### src/rtl/uart_boot_loader.sv
// UART boot loader: receives a framed program image over 8N1 serial and writes it
// word-by-word into the core memory port while holding the CPU in reset.
module uart_boot_loader #(
    parameter int unsigned CLK_HZ    = 60_000_000,
    parameter int unsigned BAUD      = 115_200,
    parameter logic [31:0] BASE_ADDR = 32'h0000_0000,
    parameter int unsigned MAX_WORDS = 256
) (
    input  logic        clk,
    input  logic        rst,
    input  logic        ena,
    input  logic        uart_rx,
    output logic [31:0] core_addr,
    output logic [31:0] core_wr_data,
    output logic        core_wr_ena,
    output logic        core_hold,
    output logic        busy,
    output logic        done,
    output logic        error
);
    localparam int unsigned CLKS_PER_BIT = CLK_HZ / BAUD;
    localparam int unsigned HALF_BIT     = CLKS_PER_BIT / 2;
    localparam int          CW           = $clog2(CLKS_PER_BIT + 1);
    localparam logic [CW-1:0] CNT_FULL   = CW'(CLKS_PER_BIT - 1);
    localparam logic [CW-1:0] CNT_HALF   = CW'(HALF_BIT - 1);
    localparam logic [15:0]   LEN_MAX    = 16'(MAX_WORDS);

    localparam logic [1:0] RX_IDLE  = 2'd0;
    localparam logic [1:0] RX_START = 2'd1;
    localparam logic [1:0] RX_DATA  = 2'd2;
    localparam logic [1:0] RX_STOP  = 2'd3;

    localparam logic [2:0] S_IDLE  = 3'd0;
    localparam logic [2:0] S_LEN0  = 3'd1;
    localparam logic [2:0] S_LEN1  = 3'd2;
    localparam logic [2:0] S_DATA  = 3'd3;
    localparam logic [2:0] S_WRITE = 3'd4;
    localparam logic [2:0] S_CHECK = 3'd5;
    localparam logic [2:0] S_DONE  = 3'd6;
    localparam logic [2:0] S_ERR   = 3'd7;

    // ---------------- UART receiver ----------------
    // [0],[1] synchroniser, [2] previous synchronised sample for edge detection
    logic [2:0]    rx_sync_q;
    logic [1:0]    rx_st_q, rx_st_d;
    logic [CW-1:0] rx_cnt_q, rx_cnt_d;
    logic [2:0]    rx_bit_q, rx_bit_d;
    logic [7:0]    rx_shift_q, rx_shift_d;
    logic          bv_q, bv_d;
    logic          fe_q, fe_d;
    logic          rx_s, rx_fall;

    assign rx_s    = rx_sync_q[1];
    assign rx_fall = rx_sync_q[2] & ~rx_s;

    always_comb begin
        rx_st_d    = rx_st_q;
        rx_cnt_d   = rx_cnt_q + 1'b1;
        rx_bit_d   = rx_bit_q;
        rx_shift_d = rx_shift_q;
        bv_d       = 1'b0;
        fe_d       = 1'b0;
        case (rx_st_q)
            RX_IDLE: begin
                rx_cnt_d = '0;
                if (rx_fall) rx_st_d = RX_START;
            end
            RX_START: if (rx_cnt_q == CNT_HALF) begin
                rx_cnt_d = '0;
                rx_bit_d = '0;
                rx_st_d  = rx_s ? RX_IDLE : RX_DATA;
            end
            RX_DATA: if (rx_cnt_q == CNT_FULL) begin
                rx_cnt_d   = '0;
                rx_shift_d = {rx_s, rx_shift_q[7:1]};
                rx_bit_d   = rx_bit_q + 3'd1;
                if (rx_bit_q == 3'd7) rx_st_d = RX_STOP;
            end
            default: if (rx_cnt_q == CNT_FULL) begin
                rx_st_d = RX_IDLE;
                bv_d    = rx_s;
                fe_d    = ~rx_s;
            end
        endcase
    end

    always_ff @(posedge clk or posedge rst) begin
        if (rst) begin
            rx_sync_q  <= 3'b111;
            rx_st_q    <= RX_IDLE;
            rx_cnt_q   <= '0;
            rx_bit_q   <= '0;
            rx_shift_q <= '0;
            bv_q       <= 1'b0;
            fe_q       <= 1'b0;
        end else begin
            rx_sync_q  <= {rx_sync_q[1:0], uart_rx};
            rx_st_q    <= rx_st_d;
            rx_cnt_q   <= rx_cnt_d;
            rx_bit_q   <= rx_bit_d;
            rx_shift_q <= rx_shift_d;
            bv_q       <= bv_d;
            fe_q       <= fe_d;
        end
    end

    // ---------------- Frame FSM ----------------
    logic [2:0]  state_q, state_d;
    logic [15:0] len_q, len_d;
    logic [15:0] idx_q, idx_d;
    logic [31:0] word_q, word_d;
    logic [1:0]  bcnt_q, bcnt_d;
    logic [7:0]  chk_q, chk_d;
    logic [31:0] addr_q, addr_d;
    logic [31:0] data_q, data_d;
    logic [15:0] len_full;
    logic [15:0] idx_inc;

    assign len_full = {rx_shift_q, len_q[7:0]};
    assign idx_inc  = idx_q + 16'd1;

    always_comb begin
        state_d = state_q;
        len_d   = len_q;
        idx_d   = idx_q;
        word_d  = word_q;
        bcnt_d  = bcnt_q;
        chk_d   = chk_q;
        addr_d  = addr_q;
        data_d  = data_q;
        case (state_q)
            S_IDLE: if (bv_q && ena && rx_shift_q == 8'hA5) begin
                state_d = S_LEN0;
                chk_d   = '0;
                idx_d   = '0;
                bcnt_d  = '0;
            end
            S_LEN0: if (fe_q) state_d = S_ERR;
                else if (bv_q) begin
                    len_d   = {8'h00, rx_shift_q};
                    chk_d   = chk_q ^ rx_shift_q;
                    state_d = S_LEN1;
                end
            S_LEN1: if (fe_q) state_d = S_ERR;
                else if (bv_q) begin
                    len_d = len_full;
                    chk_d = chk_q ^ rx_shift_q;
                    if (len_full > LEN_MAX)  state_d = S_ERR;
                    else if (len_full == '0) state_d = S_CHECK;
                    else                     state_d = S_DATA;
                end
            S_DATA: if (fe_q) state_d = S_ERR;
                else if (bv_q) begin
                    // address/data are latched here so the strobe lands on the very next cycle
                    word_d = {rx_shift_q, word_q[31:8]};
                    chk_d  = chk_q ^ rx_shift_q;
                    bcnt_d = bcnt_q + 2'd1;
                    if (bcnt_q == 2'd3) begin
                        addr_d  = BASE_ADDR + {14'd0, idx_q, 2'b00};
                        data_d  = word_d;
                        state_d = S_WRITE;
                    end
                end
            S_WRITE: begin
                idx_d   = idx_inc;
                state_d = (idx_inc < len_q) ? S_DATA : S_CHECK;
            end
            S_CHECK: if (fe_q) state_d = S_ERR;
                else if (bv_q) state_d = (rx_shift_q == chk_q) ? S_DONE : S_ERR;
            default: ;
        endcase
    end

    always_ff @(posedge clk or posedge rst) begin
        if (rst) begin
            state_q <= S_IDLE;
            len_q   <= '0;
            idx_q   <= '0;
            word_q  <= '0;
            bcnt_q  <= '0;
            chk_q   <= '0;
            addr_q  <= BASE_ADDR;
            data_q  <= '0;
        end else begin
            state_q <= state_d;
            len_q   <= len_d;
            idx_q   <= idx_d;
            word_q  <= word_d;
            bcnt_q  <= bcnt_d;
            chk_q   <= chk_d;
            addr_q  <= addr_d;
            data_q  <= data_d;
        end
    end

    assign core_addr    = addr_q;
    assign core_wr_data = data_q;
    assign core_wr_ena  = (state_q == S_WRITE);
    assign core_hold    = (state_q != S_DONE);
    assign done         = (state_q == S_DONE);
    assign error        = (state_q == S_ERR);
    assign busy         = (state_q != S_IDLE) && (state_q != S_DONE) && (state_q != S_ERR);
endmodule

### config.mk
export PLATFORM = sky130hd
export DESIGN_NAME = uart_boot_loader
export DESIGN_NICKNAME = d
export VERILOG_FILES = /design/src/rtl/uart_boot_loader.sv
export SDC_FILE = /design/constraint.sdc
export NUM_CORES = 1
export LEC_CHECK = 0
export BUFFER_PORTS_ARGS = -buffer_cell sky130_fd_sc_hd__buf_2
export CORE_AREA = 2 2 138 86
export DETAILED_ROUTE_END_ITERATION = 8
export DIE_AREA = 0 0 140 88
export GPL_TIMING_DRIVEN = 0
export PLACE_DENSITY = 0.93
export SLEW_MARGIN = 0
export SYNTH_ARGS = -nofsm -noshare
export SYNTH_HDL_FRONTEND = slang
export SYNTH_SLANG_ARGS = --single-unit
### constraint.sdc
create_clock -name clk -period 7.54 [get_ports clk]
set_clock_uncertainty 0.05 [all_clocks]
set_input_delay 0 -clock clk [delete_from_list [all_inputs] [get_ports clk]]
set_output_delay 0 -clock clk [all_outputs]
set_load 0.02 [all_outputs]
# After elaboration in Yosys (flattened, before gate mapping)
# Cells that the tools add are included.
# Widths: inputs -> output; s select.
op_classes:
  addsub: 4
  magnitude_cmp: 2
  eq_ne: 35
  n_mux: 47
  n_bitwise: 5
  n_reduce_logical: 28
op_table:
  columns: ["cell", "n"]
  rows:
  - ["$mux 16", 5]
  - ["$pmux 16 s2", 2]
  - ["$mux 3", 15]
  - ["$pmux 10 s3", 1]
  - ["$mux 8", 3]
  - ["$ne 2x2->1 const B", 12]
  - ["$ne 3x3->1 const B", 7]
  - ["$mux 10", 2]
  - ["$mux 2", 9]
  - ["$pmux 3 s6", 1]
  - ["$add 16x1->16 const B", 1]
  - ["$gt 16x9->1 const B", 1]
  - ["$logic_not 16->1", 1]
  - ["$lt 16x16->1", 1]
  - ["$pmux 8 s2", 1]
  - ["$reduce_and 4->1", 4]
  - ["$eq 3x3->1 const B", 5]
  - ["$add 10x1->10 const B", 1]
  - ["$eq 10x10->1 const B", 1]
  - ["$eq 10x9->1 const B", 1]
  - ["$reduce_and 5->1", 2]
  - ["$reduce_bool 2->1", 5]
  - ["$eq 8x8->1", 1]
  - ["$eq 8x8->1 const B", 1]
  - ["other kinds (23)", 38]
word_totals:
  ff_bits: 153
  in_bits: 4
  output_inout_bits: 69
  elab_cells: 137

# Logic depth before layout (Yosys ltp)
# Gate-level depths: netlist (run 1).
logic_depth:
  depth_word: 6
  mapped_depth: 11
  depth_no_buf: 11

# Least setup slack after synthesis (run 1)
# No wires, ideal clock.
synth_path:
  path_kind: "register to register"
  from: "register idx_q[8]"
  to: "register state_q[2]"
  setup_ns: 0.122
  t_arrival_ns: 2.467
  required_time_ns: 7.368
  setup_slack_ns: 4.902
  path_stages_with_launch: 12
  n_path_buf: 0
  synth_period_minus_slack_ns: 2.638
  cell_sequence: "dfrtp_1 nand3_1 or3_1 nor2_1 nand3_1 xnor2_1 ha_1 a21oi_1 nand2_1 a211oi_1 nand3_1 a32o_1"
synth_via:
  elab_chain_len: 4
synth_rtl:
  columns: ["item", "line", "source"]
  rows:
  - ["start, declared", "110", "logic [15:0] idx_q, idx_d;"]
  - ["start signal, assigned", "187", "idx_q <= idx_d;"]
  - ["$add 16x1->16", "120", "assign idx_inc = idx_q + 16'd1;"]
  - ["$lt 16x16->1", "166", "state_d = (idx_inc < len_q) ? S_DATA : S_CHECK;"]
  - ["$mux 3", "166", null]
  - ["$pmux 3 s6", "131", "case (state_q)"]
  - ["end signal, assigned", "185", "state_q <= state_d;"]
  - ["end, declared", "108", "logic [2:0] state_q, state_d;"]
# Every way passes these cells.
# A chain may end at the register's enable or synchronous reset.

# Worst setup path after layout (run 1)
layout_path:
  from: "register idx_q[2]"
  to: "register state_q[2]"
# The elaborated chain is that of the path after synthesis.

==> results of run 1 <==
kinds of logic (layout without fill, tap and decap cells):
logic type	count (synthesis)	count (layout)	synth area share (%)
compound gates	95	95	7.93
xor+xnor	32	32	4.07
fa+ha+maj	20	20	3.64
buf+inv	76	167	5.58
flops	145	145	52.8
mux	82	82	13.4
other cells	1	16	0.0545
simple gates	183	183	12.5
metrics by stage:
stage | setup WS, ns | instances | hold WS [ns]
after floorplan | 3.60 | 649 | -0.0455
after global placement | 2.40 | 849 | 0.0552
after detailed placement | 4.36 | 850 | 0.0562
after CTS | 4.33 | 884 | 0.0592
after global routing | 4.05 | 884 | 0.0740
final | 4.25 | 884 | 0.0632
how the worst min path moves through the flow:
stage,start,end,slack (ns),depth (start not counted)
floorplan,uart_rx,rx_sync_q[0],-0.05,0
global placement,uart_rx,rx_sync_q[0],0.06,1
detailed placement,rst,core_addr[13],0.06,2
CTS,ena,idx_q[1],0.06,5
global route,ena,idx_q[1],0.07,5
finish,ena,idx_q[1],0.06,5
critical path, cell delays in order (launching register included):
cell and delay, ns:
dfrtp_1 0.46, and3_1 0.25, nand4_1 0.27, nor2_1 0.26, nand4_1 0.19, xnor2_1 0.31
ha_1 0.31, nand4_1 0.13, a21oi_1 0.05, a211oi_1 0.46, nand3_1 0.15, a32o_1 0.29
metal layers:
| layer | wire, um | vias to the layer above |
|---|---|---|
| li1 | - | 2336 |
| met1 | 6560 | 2490 |
| met2 | 7680 | 289 |
| met3 | 1250 | 58 |
| met4 | 493 | 0 |
| met5 | 0 | - |
state kept, by name, indices dropped and copies added, names as in the netlist, 8 cells and up:
name,flops
chk_q,8
core_addr,16
core_wr_data,32
idx_q,16
len_q,16
rx_cnt_q,10
rx_shift_q,8
word_q,24
layout make-up:
class	instances	area, sq um
sequential	145	3630
fill	703	3040
inverter	26	103
multi-input combinational	428	2920
buffer	50	287
tap	144	180
clock buffer	17	425
clock inverter	15	159
timing repair buffer	59	328
power breakdown:
group / leakage [nW] / switching [mW] / internal [mW]
sequential: 1.89 / 0.00796 / 0.793
combinational: 1.73 / 0.0724 / 0.0299
clock: 0.285 / 0.371 / 0.470
total: 3.90 / 0.452 / 1.29
cell usage after synthesis (6+ instances only):
master and number:
dfrtp_1 142, mux2_2 82, nand2_1 74, o21ai_0 42
nor2_1 41, inv_1 26, clkbuf_1 22, ha_1 20
xnor2_1 19, buf_4 18, nand3_1 16, a21oi_1 15
o21ai_1 15, xor2_1 13, nand4_1 9, nor3_1 9
buf_2 6
==> impl_metrics.py, run 1 <==
metrics = {
    "status": {
        "status": "complete, but fails checks",
        "violations": "design-rule violations",
    },
    "yosys": {
        "ys.flop_type": "dfrtp_1",
        "synth.distinct_cells": 51,
        "yosys.area.top_type": "dfrtp_1",
        "synth-edff-count": 0,
        "avgSynthCellArea_sq_um": 10.9,
        "synth_seq_cells": 145,
        "netlist_area_sq_mm": 0.00688,
        "synthArstFlopShare_pct": 100,
        "postSynthCellCount": 634,
        "netlist.area_leader.share_pct": 51.6,
        "ys_seq_area_share_pct": 52.8,
        "synthTopCellsByArea": "dfrtp_1, mux2_2, nand2_1",
        "yosys_warnings": 0,
    },
    "global_routing": {
        "use_met1_pct": 33.9,
        "grt_pass1_vias": 5175,
        "met3_usage_pct": 7.55,
        "grt.total_usage_pct": 27.3,
        "gr-total-overflow": 0,
        "antenna_found_initial": 0,
        "grt_max_degree": 84,
        "grtUsageMet2_pct": 46.3,
        "grt_pass1_wl_um": 26000,
        "gr-max-usage-layer": "met2",
    },
    "layout": {
        "layout_common_cells": "dfrtp_1, mux2_2, nand2_1",
        "final_common_cell": "dfrtp_1",
        "fin_nets": 751,
        "syn_to_final_growth_pct": 16.8,
        "n_antenna_cell": 0,
        "final_util_pct": 72.6,
        "drive_gt1_share_pct": 28.4,
        "stdcell_area_sq_mm": 0.00804,
    },
    "drt": {
        "drcViolationCount": 5,
        "vias": 5173,
        "ant_nets": 0,
        "wl_per_cell_um": 18.1,
        "drt_wl_total_um": 16000,
        "drt_first_pass_iters": 8,
        "drtIter0Drc": 491,
        "via_per_inst": 5.85,
    },
    "cts": {
        "cts_setup_buffers": 0,
        "clk_transition_reported_paths_ns": 0.06,
        "htreeDepth": 4,
        "cts-root-buf": "clkbuf_16",
        "cts_inserted_buffers": 17,
        "postCtsHoldBufs": 2,
        "cts_tree": "built",
        "cts.sinks": 145,
        "clock_latency_ns": 0.43,
        "clock_tree.buffer_depth": 2,
        "cts_resized": 0,
    },
    "setup_path": {
        "arrival_ns": 3.55,
        "critPathLaunchType": "flop",
        "reg2reg_from": "idx_q[2]",
        "endpoint": "state_q[2]",
        "crit_fanout": 7,
        "r2r_setup_slack_ns": 4.25,
        "critPathLaunch": "idx_q[2]",
        "reg2reg_to": "state_q[2]",
        "cp-end-kind": "flop",
        "critPathRequiredTime_ns": 7.80,
        "worstSetupPathType": "reg2reg",
        "reg2reg_depth": 11,
    },
    "sta": {
        "setup_viol": 0,
        "rsz0062_at_grt": "false",
        "setup_tns_ns": 0,
        "max_freq_mhz": 304,
        "finalHoldViolCount": 0,
        "slew_headroom_pct": 43.4,
        "drv_slew": 0,
        "tightest_slew_ns": 0.843,
        "fin_crit_ns": 3.29,
        "min_period_over_period_pct": 43.7,
    },
    "placement": {
        "io_buffers": 56,
        "dpl_cell_area_sq_mm": 0.00743,
        "gp_congestion": 0.874,
        "hpwl_um": 10300,
    },
    "power_and_ir_drop": {
        "power_density_mw_per_mm2": 217,
        "p_leak_nw": 3.90,
        "ir_worst_vdd_mv": 0.162,
        "finalPower_mw": 1.74,
    },
    "die": {
        "core.rowCount": 30,
        "pin_count": 73,
        "die_x_um": 140,
        "fp.dieArea_sq_mm": 0.0123,
        "start_util_pct": 62.1,
        "fp.dieH_um": 88,
        "core_area_sq_mm": 0.0111,
    },
    "hold_path": {
        "worstHoldPathType": "in2reg",
    },
    "job": {
        "drv_cap": 0,
    },
}
No activity file was read; power rests on OpenSTA's default activity.
==> run 2, diff against run 1 <==
--- a/config.mk
+++ b/config.mk
@@ -6,11 +6,11 @@
 export NUM_CORES = 1
 export LEC_CHECK = 0
 export BUFFER_PORTS_ARGS = -buffer_cell sky130_fd_sc_hd__buf_2
-export CORE_AREA = 2 2 138 86
+export CORE_AREA = 2 2 143 89
 export DETAILED_ROUTE_END_ITERATION = 8
-export DIE_AREA = 0 0 140 88
+export DIE_AREA = 0 0 145 91
 export GPL_TIMING_DRIVEN = 0
-export PLACE_DENSITY = 0.93
+export PLACE_DENSITY = 0.88
 export SLEW_MARGIN = 0
 export SYNTH_ARGS = -nofsm -noshare
 export SYNTH_HDL_FRONTEND = slang
==> constraint.sdc (replaced) <==
create_clock -name clk -period 3.1 [get_ports clk]
set_clock_uncertainty 0.05 [all_clocks]
set_input_delay 0 -clock clk [delete_from_list [all_inputs] [get_ports clk]]
set_output_delay 0 -clock clk [all_outputs]
set_load 0.02 [all_outputs]
==> impl_metrics.py, run 2 (synthesized netlist as in run 1, its figures left out) <==
metrics = {
    "global_routing": {
        "antenna_found_initial": 0,
        "grt_pass1_wl_um": 26100,
        "grt_max_degree": 47,
        "grt.total_usage_pct": 25.1,
        "grt_pass1_vias": 5215,
        "gr-total-overflow": 0,
    },
    "sta": {
        "setup_tns_ns": 0,
        "setup_viol": 0,
        "min_period_over_period_pct": 94.6,
        "tightest_slew_ns": 0.850,
        "finalHoldViolCount": 0,
        "max_freq_mhz": 341,
        "rsz0062_at_grt": "false",
        "fin_crit_ns": 2.93,
        "drv_slew": 0,
        "slew_headroom_pct": 42.9,
    },
    "placement": {
        "hpwl_um": 10500,
        "gp_congestion": 0.860,
        "io_buffers": 56,
    },
    "cts": {
        "clk_transition_reported_paths_ns": 0.07,
        "htreeDepth": 4,
        "clock_tree.buffer_depth": 2,
        "cts_tree": "built",
        "cts.sinks": 145,
        "cts-root-buf": "clkbuf_16",
        "clock_latency_ns": 0.43,
        "cts_inserted_buffers": 17,
    },
    "die": {
        "pin_count": 73,
        "fp.dieH_um": 91,
        "fp.dieArea_sq_mm": 0.0132,
        "start_util_pct": 58.2,
        "core.rowCount": 31,
        "die_x_um": 145,
        "core_area_sq_mm": 0.0118,
    },
    "layout": {
        "drive_gt1_share_pct": 30.9,
        "layout_common_cells": "dfrtp_1, mux2_2, nand2_1",
        "final_common_cell": "dfrtp_1",
        "n_antenna_cell": 0,
        "syn_to_final_growth_pct": 19.2,
        "fin_nets": 761,
        "largest_reg_flops": 32,
        "final_util_pct": 69.3,
    },
    "hold_path": {
        "worstHoldPathCells": 5,
        "worstHoldPathType": "in2reg",
    },
    "setup_path": {
        "critPathLaunchType": "flop",
        "cpMaxStageDelayCell": "dfrtp_1",
        "critPathRequiredTime_ns": 3.36,
        "worstSetupPathType": "reg2reg",
        "cp_num_buf_inv": 0,
        "arrival_ns": 3.20,
        "cp-end-kind": "flop",
        "reg2reg_depth": 11,
        "critPathTopFamily": "simple AND/OR/NAND/NOR gates",
        "worst_path_most_repeated_cell": "nand3_1",
        "crit_fanout": 6,
        "cp_cell_sequence": "ha_2 > nand4_1 > nor2_4 > nand3_1 > xnor2_2 > ha_1 > a21oi_1 > nand2_1 > a211oi_2 > nand3_1 > a32o_1",
        "critPathMaxStageDelay_ns": 0.42,
        "crit_cells": 11,
    },
    "power_and_ir_drop": {
        "power_density_mw_per_mm2": 512,
        "p_leak_nw": 3.96,
        "ir_worst_vdd_mv": 0.478,
        "finalPower_mw": 4.20,
    },
    "drt": {
        "drtIter0Drc": 305,
        "wl_per_cell_um": 17.2,
        "via_per_inst": 5.59,
        "dr_wl_met3_um": 997,
        "drcViolationCount": 0,
        "met1Wirelength_um": 6820,
        "drt_wl_total_um": 15700,
        "vias": 5116,
        "drt_first_pass_iters": 7,
        "highest_layer": "met4",
        "ant_nets": 0,
        "wl_met2_um": 7510,
    },
    "status": {
        "status": "complete, no violations",
    },
    "job": {
        "drv_cap": 0,
    },
}
-- run 2: cell types whose count changed in the layout (fill, tap and decap cells not counted), moves of 3 or more --
cell	change
dfrtp_2	+4
buf_4	+8
dfrtp_1	-4
inv_6	-4
buf_12	+3
-- run 2: worst min-delay path, cell delays in order --
cell,delay (ns)
buf_2,0.10
nand2_1,0.05
or3_4,0.13
nor4_4,0.06
o21ai_0,0.15
-- run 2: final timing paths --
| check | startpoint | endpoint | slack, ns |
|---|---|---|---|
| setup / recovery | idx_q[1] | state_q[2] | 0.17 |
| hold / removal | ena | idx_q[4] | 0.05 |
| setup reg to reg | idx_q[1] | state_q[2] | 0.17 |
| hold reg to reg | rx_sync_q[0] | rx_sync_q[1] | 0.31 |
| max in group asynchronous | rst | core_wr_data[8] | 2.10 |
| min in group asynchronous | rst | rx_cnt_q[6] | 0.08 |
-- run 2: layer usage --
| layer | track usage [%] | vias to the layer above |
|---|---|---|
| li1 | - | 2366 |
| met1 | 32.9 | 2506 |
| met2 | 40.5 | 199 |
| met3 | 5.98 | 45 |
| met4 | 10.6 | 0 |
| met5 | 0 | - |
-- run 2: per-stage QoR --
step                      cell area (sq um)  std cells  setup slack, ns  hold slack [ns]
after floorplan                        6940        649            0.462          -0.0455
after global placement                 7430        870           0.0566           0.0612
after detailed placement               7490        873          -0.0143          -0.0171
after CTS                              8100        907           0.0839           0.0382
after global routing                   8200        915           0.0112           0.0706
final                                  8200        915            0.168           0.0481
-- run 2: layout make-up --
type | instances | area [sq um]
Inverter | 26 | 101
Timing Repair Buffer | 69 | 420
Clock buffer | 17 | 425
Buffer | 50 | 287
Clock inverter | 15 | 163
Tap cell | 165 | 206
Fill cell | 826 | 3630
Multi-Input combinational cell | 428 | 2960
Sequential cell | 145 | 3640
-- run 2: where the power goes --
part           leakage (nW)  switching (mW)  internal (mW)  total [mW]
clock                 0.287           0.927           1.08        2.01
combinational          1.79           0.170         0.0757       0.245
sequential             1.89          0.0187           1.93        1.95
total                  3.96            1.12           3.08        4.20
-- run 2: what timing repair did --
| action | 4_1_cts | 5_1_grt |
|---|---|---|
| hold buffers | 2 | 0 |
| buffers inserted | 0 | 8 |
| pin swaps | 0 | 7 |
| gates resized for setup | 2 | 11 |
| hold endpoints to repair | 100 | 0 |
| endpoints found under the setup margin | 1 | 2 |
